## src/rtl/aes_pkg.sv

```systemverilog
// Shared widths and block type for the AES-128 CTR datapath.
package aes_pkg;
  localparam int AES_BLK_W   = 128;
  localparam int AES_NR      = 10;
  localparam int CTR_NONCE_W = 96;

  typedef logic [AES_BLK_W-1:0] aes_blk_t;
endpackage

```

## src/rtl/aes_ctr_counter.sv

```systemverilog
// CTR counter: next counter, counter of the block in the output stage, wrap detect, core state mux.
// While no block is accepted the held counter is replayed so the core output stays stable.
module aes_ctr_counter import aes_pkg::*; #(
  parameter int NONCE_W = CTR_NONCE_W
) (
  input  logic                         clk,
  input  logic                         rst,
  input  logic                         load,
  input  logic [AES_BLK_W-NONCE_W-1:0] load_ctr,
  input  logic                         accept,
  input  logic [NONCE_W-1:0]           nonce,
  output aes_blk_t                     state,
  output logic                         wrap_hit
);

  localparam int CTR_W = AES_BLK_W - NONCE_W;

  logic [CTR_W-1:0] ctr_q;
  logic [CTR_W-1:0] ctr_hold;

  always_ff @(posedge clk) begin
    if (rst) begin
      ctr_q    <= '0;
      ctr_hold <= '0;
    end else if (load) begin
      ctr_q <= load_ctr;
    end else if (accept) begin
      ctr_q    <= ctr_q + CTR_W'(1);
      ctr_hold <= ctr_q;
    end
  end

  assign wrap_hit = accept && (&ctr_q);
  assign state    = accept ? {nonce, ctr_q} : {nonce, ctr_hold};

endmodule

```

## src/rtl/aes_ctr_stream.sv

```systemverilog
// AES-128 CTR stream wrapper: block accepted at one edge appears on out_* the next cycle, 1 block/clock.
// in_ready drops combinationally on out stall or pending config; out_data holds while stalled.
module aes_ctr_stream import aes_pkg::*; #(
  parameter int NONCE_W = CTR_NONCE_W
) (
  input  logic                         clk,
  input  logic                         rst,
  input  logic                         cfg_valid,
  output logic                         cfg_ready,
  input  aes_blk_t                     cfg_key,
  input  logic [NONCE_W-1:0]           cfg_nonce,
  input  logic [AES_BLK_W-NONCE_W-1:0] cfg_ctr,
  input  logic                         in_valid,
  output logic                         in_ready,
  input  aes_blk_t                     in_data,
  input  logic                         in_last,
  output logic                         out_valid,
  input  logic                         out_ready,
  output aes_blk_t                     out_data,
  output logic                         out_last,
  output aes_blk_t                     aes_key,
  output aes_blk_t                     aes_state,
  input  aes_blk_t                     aes_out,
  output logic                         ctr_wrap
);

  aes_blk_t           key_q;
  logic [NONCE_W-1:0] nonce_q;
  aes_blk_t           pt_q;
  logic               last_q;
  logic               cfg_done;
  logic               cfg_acc;
  logic               accept;
  logic               out_xfer;
  logic               wrap_hit;

  assign cfg_ready = !out_valid;
  assign cfg_acc   = cfg_valid && cfg_ready;
  // Config wins over data in the same cycle so a new key never pairs with a stale counter.
  assign in_ready  = cfg_done && !ctr_wrap && !cfg_valid && (!out_valid || out_ready);
  assign accept    = in_valid && in_ready;
  assign out_xfer  = out_valid && out_ready;

  aes_ctr_counter #(.NONCE_W(NONCE_W)) u_ctr (
    .clk      (clk),
    .rst      (rst),
    .load     (cfg_acc),
    .load_ctr (cfg_ctr),
    .accept   (accept),
    .nonce    (nonce_q),
    .state    (aes_state),
    .wrap_hit (wrap_hit)
  );

  always_ff @(posedge clk) begin
    if (rst) begin
      key_q     <= '0;
      nonce_q   <= '0;
      pt_q      <= '0;
      last_q    <= 1'b0;
      out_valid <= 1'b0;
      ctr_wrap  <= 1'b0;
      cfg_done  <= 1'b0;
    end else begin
      if (cfg_acc) begin
        key_q    <= cfg_key;
        nonce_q  <= cfg_nonce;
        cfg_done <= 1'b1;
        ctr_wrap <= 1'b0;
      end
      if (accept) begin
        pt_q      <= in_data;
        last_q    <= in_last;
        out_valid <= 1'b1;
        if (wrap_hit) ctr_wrap <= 1'b1;
      end else if (out_xfer) begin
        out_valid <= 1'b0;
      end
    end
  end

  assign aes_key  = key_q;
  assign out_data = pt_q ^ aes_out;
  assign out_last = last_q;

endmodule

```

## config.mk

```make
export PLATFORM = sky130hd
export DESIGN_NAME = aes_ctr_stream
export DESIGN_NICKNAME = d
export VERILOG_FILES = /design/src/rtl/aes_pkg.sv /design/src/rtl/aes_ctr_counter.sv /design/src/rtl/aes_ctr_stream.sv
export SDC_FILE = /design/constraint.sdc
export NUM_CORES = 1
export LEC_CHECK = 0
export CAP_MARGIN = 20
export CELL_PAD_IN_SITES_DETAIL_PLACEMENT = 2
export CELL_PAD_IN_SITES_GLOBAL_PLACEMENT = 2
export CORE_AREA = 4 4 351 353
export CTS_BUF_LIST = sky130_fd_sc_hd__clkbuf_2 sky130_fd_sc_hd__clkbuf_4 sky130_fd_sc_hd__clkbuf_8
export DETAILED_ROUTE_END_ITERATION = 10
export DIE_AREA = 0 0 355 357
export GPL_ROUTABILITY_DRIVEN = 1
export PLACE_DENSITY = 0.64
export SLEW_MARGIN = 20
export SYNTH_ARGS = -nofsm -noshare
export SYNTH_HDL_FRONTEND = slang
export SYNTH_SLANG_ARGS = --single-unit
```

## constraint.sdc

```tcl
create_clock -name clk -period 5.4 [get_ports clk]
set_clock_uncertainty 0.1 [all_clocks]
set_input_delay 1.08 -clock clk [delete_from_list [all_inputs] [get_ports clk]]
set_output_delay 1.08 -clock clk [all_outputs]
set_load 0.01 [all_outputs]
```

[Yosys cells after proc, flatten, opt, wreduce, memory -nomap -nowiden]
Cells that the tools add are included.
Word-level totals
  bits in registers: 420
Cells by class
  add/sub/neg operators: 1
  mux-type cells: 8
  bitwise logic cells: 2
  reductions and logical operators: 15
Operators with widths (count)
  XOR 128 bit: 1
  2-to-1 mux 32 bit: 3
  adder 32 x 1 -> 32 bit (second input constant): 1
  AND reduction 32 bit: 1
  logical AND 1 bit: 7
  2-to-1 mux 1 bit: 5
  nonzero test 2 bit: 2
  logical NOT 1 bit: 3
  AND reduction 2 bit: 1
  logical OR 1 bit: 1
  inverter 1 bit: 1

[Longest topological paths before layout]
Gate-level depths: netlist of the first run.
  depth after elaboration: 8
  gate-level depth with buffers: 7

[Hierarchy]
Synthesis of the first run repeated with hierarchy kept, for this count alone.
Unflattened totals
  cell total of the unflattened synthesis: 2211
  area total of the unflattened synthesis: 18223.7 um^2
By module, submodules not included
  aes_ctr_stream: instances 1, cells each 1673, area an instance 14013.4 um^2, sequential area each 7126.8 um^2
  aes_ctr_counter: instances 1, cells each 538, area an instance 4210.3 um^2, sequential area each 1281.2 um^2

[Worst setup path after synthesis of the first run]
Ideal clock, no wire load.
  path kind: input -> output
  start point: input port cfg_valid
  end point: output port aes_state[15]
  data arrival time: 2.465 ns
  path slack: 1.755 ns
  stages on the path: 7
  buffers on the path: 3
  cells stage by stage: and4bb_2 > and2_1 > buf_2 > clkbuf_1 > clkbuf_1 > nand2_1 > nand2_1
On the way
  cells in the longest elaborated chain, start to end: 5
RTL lines
  start: declaration: line aes_ctr_stream.sv:8  | input logic cfg_valid,
  logical NOT 1 bit: line aes_ctr_stream.sv:40  | assign in_ready = cfg_done && !ctr_wrap && !cfg_valid && (!out_valid || out_ready);
  logical AND 1 bit (2 in a row): line aes_ctr_stream.sv:40
  logical AND 1 bit: line aes_ctr_stream.sv:41  | assign accept = in_valid && in_ready;
  2-to-1 mux 32 bit: line aes_ctr_counter.sv:34  | assign state = accept ? {nonce, ctr_q} : {nonce, ctr_hold};
  end: declaration: line aes_ctr_stream.sv:22  | output aes_blk_t aes_state,
Every way passes these cells.

[Final worst setup path of the first run]
  start point: input port cfg_valid
  end point: output port aes_state[8]
Same word-level chain as after synthesis.

==> impl_metrics.tcl, run 1 <==
set metrics [dict create \
    port_buffers 906 \
    insertion_delay_ns 0.70 \
    setup_tns_ns 0 \
    ios 907 \
    wire_per_inst_um 20.19 \
    place_area_um2 27200 \
    period_needed_ns 4.671 \
    die-area_um2 126700 \
    clock-root-buffer "clkbuf_8" \
    critPathLaunchType "input port" \
    post_cts_buffers 0 \
    num-nets-final 3494 \
    setup-violations-final 0 \
    syn_to_final_growth_pct 78.44 \
    drc_errors 0 \
    cts_resized 0 \
    relSlewSlack_pct 43.69 \
    reg2reg_depth 6 \
    vias 18180 \
    regToRegEndpoint "pt_q[106]$_SDFFE_PP0P_" \
    antenna_left 0 \
    powerDensity_nw_per_um2 288.0 \
    hpwl_um 71940 \
    cp_cell_sequence "clkdlybuf4s50_1 -> and4bb_2 -> and2_4 -> buf_4 -> nand2_1 -> nand2_1 -> clkdlybuf4s50_1" \
    grt_remaining_overflow 0 \
    outcome "complete, no violations" \
    path_clk_slew_ns 0.05 \
    cts_tree "built" \
    r2r_slack_ns 2.36 \
    synth-warning-count 0 \
    ctsHoldBuffers 0 \
    cts_sinks 420 \
    drt_iter0_markers 612 \
    path_class "in2out" \
    r2r_start "out_valid$_SDFFE_PP0P_" \
    path_delay_family "buffers and inverters" \
    wl_met1_um 34640 \
    met2WireLength_um 46930 \
    report.final.slew_viol_count 0 \
    grt_max_degree 146 \
    ys.flop_type "dfxtp_1" \
    routed.top_layer "met5" \
    cts_buffers 89 \
    grt.total_usage_pct 14.08 \
    crit_slowest_cell "clkdlybuf4s50_1" \
    critPathRequiredTime_ns 4.22 \
    worstPathArrival_ns 3.49 \
    rsz0062_at_grt "no" \
    drv_cap 0 \
    hold_path_depth 2 \
    routed_wl_um 94290 \
    wl_met3_um 9477 \
    cts-htree-levels 3 \
    hold_viol 0 \
    vias_per_cell 3.892 \
    cp-end-kind "output pin" \
    gp_congestion 0.7717 \
    drive_gt1_share_pct 6.752 \
    finalCritPeriodShare_pct 86.51 \
    final_common_cell "clkdlybuf4s50_1" \
    tightest_slew_ns 0.8447 \
    grt_pass1_vias 19460 \
    design_area_um2 29150 \
    seq_area_frac_synth_pct 51.47 \
    syn_avg_cell_area_um2 7.817 \
    rows 127 \
    core-area_um2 119800 \
    hp-class "reg2reg" \
    synth_edf_count 0 \
    synthArstFlopShare_pct 0 \
    antenna_found_initial 38 \
    slowest_delay_ns 0.56 \
    cp_max_fo 31 \
    hp-start "aes_key[116]$_SDFFE_PP0P_" \
    die_h_um 357 \
    ys_types 57 \
    clockBufferDepth 3 \
    final_cell_mix "905 x clkdlybuf4s50_1, 830 x nand2_1, 420 x dfxtp_1" \
    ys_seq_elements 420 \
    synthesis.area_um2 16340 \
    start_util_pct 13.64 \
    synth_nets 2609 \
    grt_pass1_wl_um 132900 \
    ir_worst_vdd_mv 0.1677 \
    dr.pass1.iters 4 \
    fmax_mhz 214.1 \
    power_leakage_uw 0.01085 \
    critPathBufInv 3 \
    netlist_instances 2090 \
    hold_end "aes_key[116]$_SDFFE_PP0P_" \
    die_width_um 355 \
]
## through the flow
| step | utilization, % | hold WS [ns] | power [uW] | cells | worst slack, ns |
|---|---|---|---|---|---|
| after floorplan | - | 0.3443 | 3819 | 2090 | 1.755 |
| after global placement | 22.70 | 0.3415 | 4778 | 4496 | 0.6998 |
| after detailed placement | 22.70 | 0.3497 | 4794 | 4496 | 0.6868 |
| after CTS | 24.28 | 0.3566 | 8636 | 4648 | 0.6786 |
| after global routing | 24.31 | 0.3709 | 8869 | 4659 | 0.5666 |
| final | 24.33 | 0.3529 | 8397 | 4671 | 0.7286 |
## worst max path at each step
stage,cells after the start,from,to
floorplan,7,cfg_valid,aes_state[15]
global placement,7,cfg_valid,aes_state[7]
detailed placement,7,cfg_valid,aes_state[8]
CTS,7,cfg_valid,aes_state[8]
global route,7,cfg_valid,aes_state[9]
finish,7,cfg_valid,aes_state[8]
## cell type report
type,count,area (um^2)
multi-input combinational,1516,7332
clock inverter,15,171.4
clock buffer,137,1723
timing repair buffer,939,9409
inverter,9,33.78
antenna,23,57.56
tap,1612,2017
fill,13930,90660
sequential,420,8408
## flip-flops by register name, summed over array words and instances (netlist names)
signal and cells:
aes_key 128, cfg_done 1, ctr_wrap 1, nonce_q 96
out_last 1, out_valid 1, pt_q 128, u_ctr.ctr_hold 32
u_ctr.ctr_q 32
## synth_stat cells (6+ instances only)
master,n,area share [%]
a21oi_1,401,12
a31oi_1,19,0.73
and2_1,6,0.23
buf_1,14,0.32
clkbuf_1,123,2.8
dfxtp_1,420,51
inv_1,9,0.21
nand2_1,831,19
nand3_1,12,0.37
nand4_1,8,0.31
nor2_1,17,0.39
o211ai_1,6,0.28
o21ai_0,18,0.55
or3_1,7,0.27
or4_1,7,0.32
xor2_1,128,6.9
## report_power, final
group / internal, uW / switching, uW
clock: 2120 / 1570
combinational: 757 / 598
sequential: 3250 / 102
total: 6120 / 2270
## worst register-to-register path, cell delays in order, from the launching register on
cell	delay, ns
dfxtp_1	0.55
or2b_2	0.40
nand2_4	0.40
buf_4	0.60
buf_4	0.60
nand2_1	0.14
a21oi_1	0.16
## routing by layer
layer	track usage (%)	vias to the layer above
met4	5.107	12
li1	-	8624
met3	6.776	166
met1	14.48	8752
met5	0	-
met2	24.88	624
## logic make-up after synthesis
kind of cell | after synthesis | share of synthesized area, %
multiplexers | 1 | 0.06892
adder cells (fa/ha/maj) | 1 | 0.07658
XOR/XNOR | 128 | 6.862
flip-flops | 420 | 51.47
buffers and inverters | 154 | 3.806
AO/OA/AOI/OAI | 471 | 15.23
AND/OR/NAND/NOR | 915 | 22.49
Power figures use the tool's default switching activity.
==> run 2: changes to the inputs <==
MAX_ROUTING_LAYER = met4   (was default)
==> run 2 against run 1 <==
Net effect:
- worst hold slack is essentially flat
- die area is the same
- sequential share of layout area is essentially flat
- fmax is essentially flat
- global-route usage grew 0.42 points
- final cell count grew 0.13%
- sequential power is essentially flat
- cell area is essentially flat
- count of clock-buffer cells in the layout is the same
- critical path depth is the same
- clock power is essentially flat
- combinational power is essentially flat
==> impl_metrics.tcl, run 2 (synthesized netlist as in run 1, its figures left out) <==
set metrics [dict create \
    outcome "complete, no violations" \
    start_util_pct 13.64 \
    hold_viol 0 \
    cp_cell_sequence "clkdlybuf4s50_1 -> and4bb_2 -> and2_4 -> buf_4 -> nand2_1 -> nand2_1 -> clkdlybuf4s50_1" \
    cts_buffers 89 \
    dr.pass1.iters 4 \
    p_comb_share_pct 16.1 \
    num-nets-final 3494 \
    internal_power_uw 6123 \
    drv_cap 0 \
    p_sw_uw 2276 \
    port_buffers 906 \
    fillers 13940 \
    cp-end-kind "output pin" \
    routed_wl_um 94420 \
    hp-class "reg2reg" \
    clock-root-buffer "clkbuf_8" \
    antenna_found_initial 38 \
    grt_max_degree 146 \
    rsz0062_at_grt "no" \
    ir_worst_vdd_mv 0.1671 \
    p_sw_share_pct 27.10 \
    ctsHoldBuffers 0 \
    drive_gt1_share_pct 6.752 \
    tightest_slew_ns 0.8646 \
    vias_per_cell 3.884 \
    die_h_um 357 \
    final_common_cell "clkdlybuf4s50_1" \
    grt_pass1_wl_um 132700 \
    setup-violations-final 0 \
    place_inst 4496 \
    worstPathArrival_ns 3.49 \
    grt.total_usage_pct 14.51 \
    syn_to_final_growth_pct 78.53 \
    period_needed_ns 4.668 \
    cts_tree "built" \
    cp_max_fo 31 \
    finalCritPeriodShare_pct 86.45 \
    cts-htree-levels 3 \
    post_cts_buffers 0 \
    cts_sinks 420 \
    fmax_mhz 214.2 \
    hpwl_um 71940 \
    clkPwrFrac_pct 44.0 \
    antenna_left 0 \
    slowest_delay_ns 0.56 \
    path_clk_slew_ns 0.05 \
    die-area_um2 126700 \
    path_class "in2out" \
    crit_slowest_cell "clkdlybuf4s50_1" \
    ios 907 \
    drt_iter0_markers 604 \
    clockBufferDepth 3 \
    relSlewSlack_pct 42.36 \
    cts_resized 0 \
    final_cell_mix "905 x clkdlybuf4s50_1, 830 x nand2_1, 420 x dfxtp_1" \
    grt_pass1_vias 19540 \
    vias 18160 \
    powerDensity_nw_per_um2 288.0 \
    rows 127 \
    power_leakage_uw 0.01085 \
    setup_tns_ns 0 \
    drc_errors 0 \
    insertion_delay_ns 0.71 \
    gp_congestion 0.7821 \
    core-area_um2 119800 \
    critPathLaunchType "input port" \
    critPathRequiredTime_ns 4.22 \
    wire_per_inst_um 20.19 \
    power_frac_seq_pct 39.8 \
    grt_remaining_overflow 0 \
    report.final.slew_viol_count 0 \
    fin_cells 4677 \
    hold_ws_ns 0.3533 \
    die_width_um 355 \
]
run 2: cell types whose count changed in the layout (fill, tap and decap cells not counted), sizes merged:
cell | previous run | this run
diode | 23 | 29
run 2: critical path: cells and delay by family:
kind                   cells  cell delay [ns]
buffers and inverters      3             1.37
AND/OR/NAND/NOR            4             1.04
run 2: area by class of cell:
type	count	area, um^2	area share, %
Antenna cell	29	72.57	0.2488
Clock buffer	137	1723	5.907
Clock inverter	15	171.4	0.5877
Inverter	9	33.78	0.1158
Multi-Input combinational cell	1516	7332	25.14
Sequential cell	420	8408	28.83
Tap cell	1612	2017	6.915
Timing Repair Buffer	939	9409	32.26
run 2: final timing paths:
kind                             startpoint                   endpoint  slack [ns]  cells past startpoint
setup reg to reg     out_valid$_SDFFE_PP0P_      pt_q[82]$_SDFFE_PP0P_        2.37                      6
setup / recovery                  cfg_valid               aes_state[8]        0.73                      7
hold / removal    aes_key[116]$_SDFFE_PP0P_  aes_key[116]$_SDFFE_PP0P_        0.35                      2
hold reg to reg   aes_key[116]$_SDFFE_PP0P_  aes_key[116]$_SDFFE_PP0P_        0.35                      2
run 2: routing by layer:
metal  global-route usage [%]  up-vias  part of all wire [%]
li1                         -     8623                     -
met3                    6.573      159                   9.6
met5                        -        -                     0
met1                    14.60     8761                    37
met4                    5.099        0                   3.4
met2                    24.92      621                    50
run 2: metrics by stage:
stage | utilization [%] | power [uW] | setup WS (ns) | area (um^2)
floorplan | - | 3819 | 1.755 | 16340
global placement | 22.70 | 4778 | 0.6998 | 27200
detailed placement | 22.70 | 4794 | 0.6868 | 27200
CTS | 24.28 | 8636 | 0.6786 | 29090
global route | 24.32 | 8872 | 0.5669 | 29140
finish | 24.34 | 8399 | 0.7319 | 29170
run 2: power by group through the flow:
| stage | Clock, uW | Combinational (uW) | Sequential (uW) |
|---|---|---|---|
| floorplan | 0 | 389 | 3430 |
| global placement | 0 | 1370 | 3410 |
| detailed placement | 0 | 1380 | 3410 |
| CTS | 3900 | 1390 | 3350 |
| global route | 4040 | 1470 | 3370 |
| finish | 3700 | 1360 | 3350 |
